[config.mk]
export PLATFORM = sky130hd
export DESIGN_NAME = arb_mux4x1
export DESIGN_NICKNAME = d
export VERILOG_FILES = /design/src/rtl/arb_mux4x1.sv
export SDC_FILE = /design/constraint.sdc
export NUM_CORES = 1
export LEC_CHECK = 0
export CAP_MARGIN = 20
export CORE_AREA = 5 5 42 44
export DETAILED_ROUTE_END_ITERATION = 16
export DIE_AREA = 0 0 47 49
export PLACE_DENSITY = 0.75
export SLEW_MARGIN = 25
export SYNTH_ARGS = -nofsm -noshare
export SYNTH_HDL_FRONTEND = slang
export SYNTH_SLANG_ARGS = --single-unit
export TNS_END_PERCENT = 5
[constraint.sdc]
create_clock -name clk -period 3.5 [get_ports clk]
set_input_delay 0.525 -clock clk [delete_from_list [all_inputs] [get_ports clk]]
set_output_delay 0.525 -clock clk [all_outputs]
set_load 0.01 [all_outputs]
[src/rtl/arb_mux4x1.sv]
// Four-channel round-robin merge into a single-entry output register.
// Each word leaves tagged with its source index (a=00, b=01, c=10, d=11).
module arb_mux4x1 #(
    parameter int DATA_WIDTH = 1
) (
    input  logic                  clk,
    input  logic                  reset,
    input  logic                  enable,
    input  logic [DATA_WIDTH-1:0] in_a,
    input  logic [DATA_WIDTH-1:0] in_b,
    input  logic [DATA_WIDTH-1:0] in_c,
    input  logic [DATA_WIDTH-1:0] in_d,
    input  logic                  valid_a,
    input  logic                  valid_b,
    input  logic                  valid_c,
    input  logic                  valid_d,
    output logic                  ready_a,
    output logic                  ready_b,
    output logic                  ready_c,
    output logic                  ready_d,
    output logic [DATA_WIDTH-1:0] out,
    output logic [1:0]            out_select,
    output logic                  out_valid,
    input  logic                  out_ready
);

    logic [DATA_WIDTH-1:0] out_q, out_d;
    logic [1:0]            sel_q, sel_d;
    logic [1:0]            last_q, last_d;
    logic                  oval_q, oval_d;

    logic [3:0]            req_s;
    logic [3:0]            grant_s;
    logic [1:0]            win_s;
    logic [1:0]            cand_s;
    logic                  found_s;
    logic                  load_s;
    logic                  drain_s;
    logic [DATA_WIDTH-1:0] win_data_s;

    // Round-robin search from last+1 and the resulting one-hot grant.
    always_comb begin
        req_s   = {valid_d, valid_c, valid_b, valid_a};
        found_s = 1'b0;
        win_s   = 2'b00;
        cand_s  = 2'b00;
        for (int i = 1; i <= 4; i++) begin
            cand_s  = last_q + 2'(i);
            win_s   = (!found_s && req_s[cand_s]) ? cand_s : win_s;
            found_s = found_s | req_s[cand_s];
        end
        // Reset gates the grant so no source sees a handshake in the reset cycle.
        load_s  = ~reset & enable & (~oval_q | out_ready) & found_s;
        drain_s = oval_q & out_ready;
        grant_s = load_s ? (4'b0001 << win_s) : 4'b0000;
    end

    // Winner data select.
    always_comb begin
        case (win_s)
            2'b00:   win_data_s = in_a;
            2'b01:   win_data_s = in_b;
            2'b10:   win_data_s = in_c;
            2'b11:   win_data_s = in_d;
            default: win_data_s = in_a;
        endcase
    end

    // Next-state for the output register and round-robin pointer.
    always_comb begin
        out_d  = out_q;
        sel_d  = sel_q;
        oval_d = oval_q;
        last_d = last_q;
        if (load_s) begin
            out_d  = win_data_s;
            sel_d  = win_s;
            oval_d = 1'b1;
            last_d = win_s;
        end else if (drain_s) begin
            oval_d = 1'b0;
        end else begin
            oval_d = oval_q;
        end
    end

    // State registers with synchronous reset.
    always_ff @(posedge clk) begin
        if (reset) begin
            out_q  <= {DATA_WIDTH{1'b0}};
            sel_q  <= 2'b00;
            oval_q <= 1'b0;
            last_q <= 2'b11;
        end else begin
            out_q  <= out_d;
            sel_q  <= sel_d;
            oval_q <= oval_d;
            last_q <= last_d;
        end
    end

    assign ready_a    = grant_s[0];
    assign ready_b    = grant_s[1];
    assign ready_c    = grant_s[2];
    assign ready_d    = grant_s[3];
    assign out        = out_q;
    assign out_select = sel_q;
    assign out_valid  = oval_q;

endmodule

==> Word-level counts from Yosys, hierarchy flattened <==
Cells that the tools add are included.
Widths: inputs -> output; s select.
{ "classes": {"n_addsub": 3, "n_lt_le_gt_ge": 4, "eq_ne": 3, "shift": 1, "muxes": 16, "n_bitwise": 10, "n_reduce_logical": 8} }
{ "op_table": {"columns": ["cell", "n"], "rows": [
  ["$lt 2x3->1 const B", 4],
  ["$bmux 1 s2", 4],
  ["$mux 2", 4],
  ["$mux 1", 6],
  ["$add 2x2->2 const B", 2],
  ["$and 1x1->1", 4],
  ["$eq 2x2->1 const B", 2],
  ["$mux 4", 1],
  ["$or 1x1->1", 4],
  ["$pmux 1 s4", 1],
  ["$shl 1x2->4 const A", 1],
  ["$logic_and 1x1->1", 3],
  ["$logic_not 1->1", 3],
  ["$add 2x1->2 const B", 1],
  ["$eq 2x1->1 const B", 1],
  ["$logic_not 2->1", 1],
  ["$not 1->1", 2],
  ["$reduce_bool 2->1", 1]
]} }
{ "word_totals": {"register_bits": 6, "in_bits": 12, "output_inout_bits": 8} }

==> Logic depth before layout (Yosys ltp) <==
{ "logic_depth": {"ltp_word": 10, "mapped_depth": 6, "mapped_depth_nobuf": 5} }

==> Least setup slack after synthesis <==
Ideal clock, no wire load.
{ "synth_path": {"kind": "input-to-output", "startpoint": "in valid_d", "endpoint": "out ready_c", "arrival_time_ns": 1.634, "setup_slack_ns": 1.341, "stages": 4, "path_buffers": 0, "cell_sequence": "or4_4 -> nand4b_4 -> and2b_2 -> and2_1"} }
{ "synth_via": {"elab_chain_len": 9} }
{ "synth_rtl": {"columns": ["element", "line_no", "rtl"], "rows": [
  ["from (decl)", "16", "input logic valid_d,"],
  ["$bmux 1 s2", "49, 50", null],
  ["$mux 1 (implied by the code)", "49, 50", null],
  ["$logic_not 1->1 or $or 1x1->1 (tied branches)", "49, 50", null],
  ["$logic_and 1x1->1, or another cell as far along", "49", "win_s = (!found_s && req_s[cand_s]) ? cand_s : win_s;"],
  ["$mux 2, or another cell as far along", "49", null],
  ["$mux 2 or $logic_and 1x1->1 (tied branches)", "49", null],
  ["$mux 2", "49", null],
  ["$shl 1x2->4", "55", "grant_s = load_s ? (4'b0001 << win_s) : 4'b0000;"],
  ["$mux 4 (*)", "55", null],
  ["to (decl)", "19", "output logic ready_c,"]
]} }
Every way passes the cells marked *; elsewhere a longest branch is shown, timed or not. The select of a mux whose other input is x is not followed.

==> Worst setup path in the final report <==
Same ends and word-level chain as after synthesis.

==> out/metrics.cfg <==
[status]
status = finished clean

[synth]
synth_seq_area_share = 0.279
synth_area_leaders = dfxtp_1 (28%), nand4b_4 (5.5%), nand3b_1 (5.2%), nor3b_1 (5.2%), a31oi_4 (4.9%)
syn_area_per_cell_sq_um = 9.36
syn_nets = 58
yosysWarnings = 0
netlist.area_leader.share = 0.279
synth_top_family_by_area = simple AND/OR/NAND/NOR gates
synth_top_area_cell = dfxtp_1
syn_area_sq_um = 430
synth_compound_area_frac = 0.227
synth.area.mux_share = 0.0756
syn_inst = 46
synth-xor-area-share = 0
synth.ff_latch_count = 6
synth_fa_ha_area_frac = 0
synthDistinctLibCells = 25
yosys.area_share.simple = 0.401

[drt]
first_pass_iters = 4
postRouteAntennaNets = 0
via_count = 412
viasPerCell = 4.96
drcViolationCount = 0
drt_iter0_markers = 1
drt_wl_total_microns = 985
wl_per_cell_microns = 11.9

[clock_tree]
cts_buffers = 3
clk_pin_slew_ns = 0.04
cts-root-buf = clkbuf_4
cts_setup_buffers = 0
hold_buffers = 0
clockBufferDepth = 2
cts_resized = 0
worst_skew_pair.late_latency_ns = 0.24
cts_sinks = 6
h-tree-depth = 1
cts_tree = yes

[place]
port_buffers = 19
place.gp.congestion = 0.736
placed_area_sq_um = 633

[pwr]
pwr-share-comb = 0.323
switchingPower_w = 0.0000541
switching_share = 0.260
seqPwrFrac = 0.383
p_leak_nw = 0.248
intPower_w = 0.000154
powerDensity_mw_per_mm2 = 318
ir_drop_v = 0.000188
clkPwrFrac = 0.293

[sta]
setup_viol = 0
worstMarginPinSlew_ns = 0.266
period_minus_slack_ns = 3.18
maxSlewViolCount = 0
hold_viol_final = 0
slew-limit-headroom = 0.823
finalCritPeriodShare = 0.908
clock_skew_ns = 0.000780
fmax_mhz = 315
setup_tns_ns = 0
rsz0062_at_grt = no

[setup_path]
worstSetupStartpointType = input pin
cp.required_ns = 2.97
crit_arrival_ns = 2.65
cp-end-kind = primary output
path_common_cell = clkdlybuf4s50_1
critPathTopFamily = simple AND/OR/NAND/NOR gates
crit_fanout = 10
max_stage_delay_ns = 0.58
worst-path-buf-inv = 2
cp_cell_sequence = clkdlybuf4s50_1, or4_4, nand4b_4, and2b_2, and2_1, clkdlybuf4s50_1
slowest_stage = or4_4
crit_type = input pin to primary output

[grt]
grt_usage = 0.0980
grt_pass1_wl_microns = 1640
grt_pass1_vias = 408
antenna_found_initial = 0
grt_overflow = 0
grt_start_max_net_pins = 11

[run]
maxCapViolations = 0

[worst_hold_path]
hp-class = flip-flop to flip-flop

[floorplan]
start_util = 0.307
die_y_microns = 49
row_count = 14
die-area_sq_mm = 0.00230
core_region_area_sq_mm = 0.00140
num_io_pins = 20
die_w_microns = 47

[finish]
layout_common_cells = clkdlybuf4s50_1 (19), dfxtp_1 (6), a21oi_1 (4), nor2_1 (4)
fill_cells = 154
layout_commonest_cell = clkdlybuf4s50_1
area_growth_syn_to_layout_pct = 52.3
diodes = 0
fin_area_sq_um = 656
layout-drive-gt1-share = 0.134
num-nets-final = 81

==> cell usage after synthesis <==
cell and number:
nor2b_1 3, nand2_1 3, o2bb2ai_1 1, a211o_1 1
a221o_1 1, or2b_1 1, mux2i_1 1, or4_4 1
a31oi_4 1, o21ai_0 1, or2_1 1, dfxtp_1 6
mux2_1 1, and2_1 1, o21ba_4 1, nand3b_1 3
and2b_2 1, buf_4 1, nand2b_1 3, a21o_1 1
mux2_2 1, a21oi_1 4, nand4b_4 1, nor3b_1 3
nor2_1 4
==> tightest hold or removal path, cell delays in order, from the launching register on <==
cell and delay [ns]:
dfxtp_1 0.31, nand3b_1 0.08, nand2_1 0.05
==> power groups by stage <==
stage | registers [W] | clock network, W | logic, W
finish | 0.0000799 | 0.0000611 | 0.0000674
global route | 0.0000810 | 0.0000692 | 0.0000731
CTS | 0.0000799 | 0.0000659 | 0.0000683
detailed placement | 0.0000810 | 0 | 0.0000678
global placement | 0.0000810 | 0 | 0.0000678
floorplan | 0.0000808 | 0 | 0.0000359
==> state kept, by name, indices dropped and copies added, names as in the netlist <==
name / flops
out_valid: 1
out: 1
out_select: 2
last_q: 2
==> per-stage QoR <==
| step | hold WS, ns | std cells | util | setup slack [ns] | power [W] |
|---|---|---|---|---|---|
| final | 0.488 | 83 | 0.468 | 0.321 | 0.000208 |
| after global routing | 0.540 | 83 | 0.468 | 0.245 | 0.000223 |
| after CTS | 0.497 | 83 | 0.468 | 0.314 | 0.000214 |
| after detailed placement | 0.486 | 80 | 0.452 | 0.315 | 0.000149 |
| after global placement | 0.475 | 80 | 0.452 | 0.346 | 0.000149 |
| after floorplan | 0.491 | 46 | - | 1.34 | 0.000117 |
==> path summary, 6_finish.rpt <==
path / start / end / slack, ns / cells after the start
max: valid_d / ready_c / 0.32 / 6
min: out_select[0] / out_select[0] / 0.49 / 2
max reg2reg: last_q[1] / out / 1.67 / 5
min reg2reg: out_select[0] / out_select[0] / 0.49 / 2
==> cell type report <==
type                            instances  area (sq um)  area share
Timing Repair Buffer                   19           190       0.290
Tap cell                               16          20.0      0.0305
Multi-Input combinational cell         39           303       0.462
Clock buffer                            3          22.5      0.0344
Sequential cell                         6           120       0.183
==> logic make-up (layout without fill, tap and decap cells) <==
family          after synthesis  after routing
simple gates                 25             25
compound gates               11             11
flops                         6              6
mux                           3              3
buf+inv                       1             22
==> routing by layer <==
| layer | global-route usage | part of all wire | wire length [microns] |
|---|---|---|---|
| met2 | 0.138 | 0.48 | 477 |
| met5 | 0 | 0 | 0 |
| met3 | 0.0221 | 0.056 | 55 |
| met4 | 0.0829 | 0.030 | 30 |
| met1 | 0.119 | 0.43 | 422 |
(Power assumes the default switching activity.)
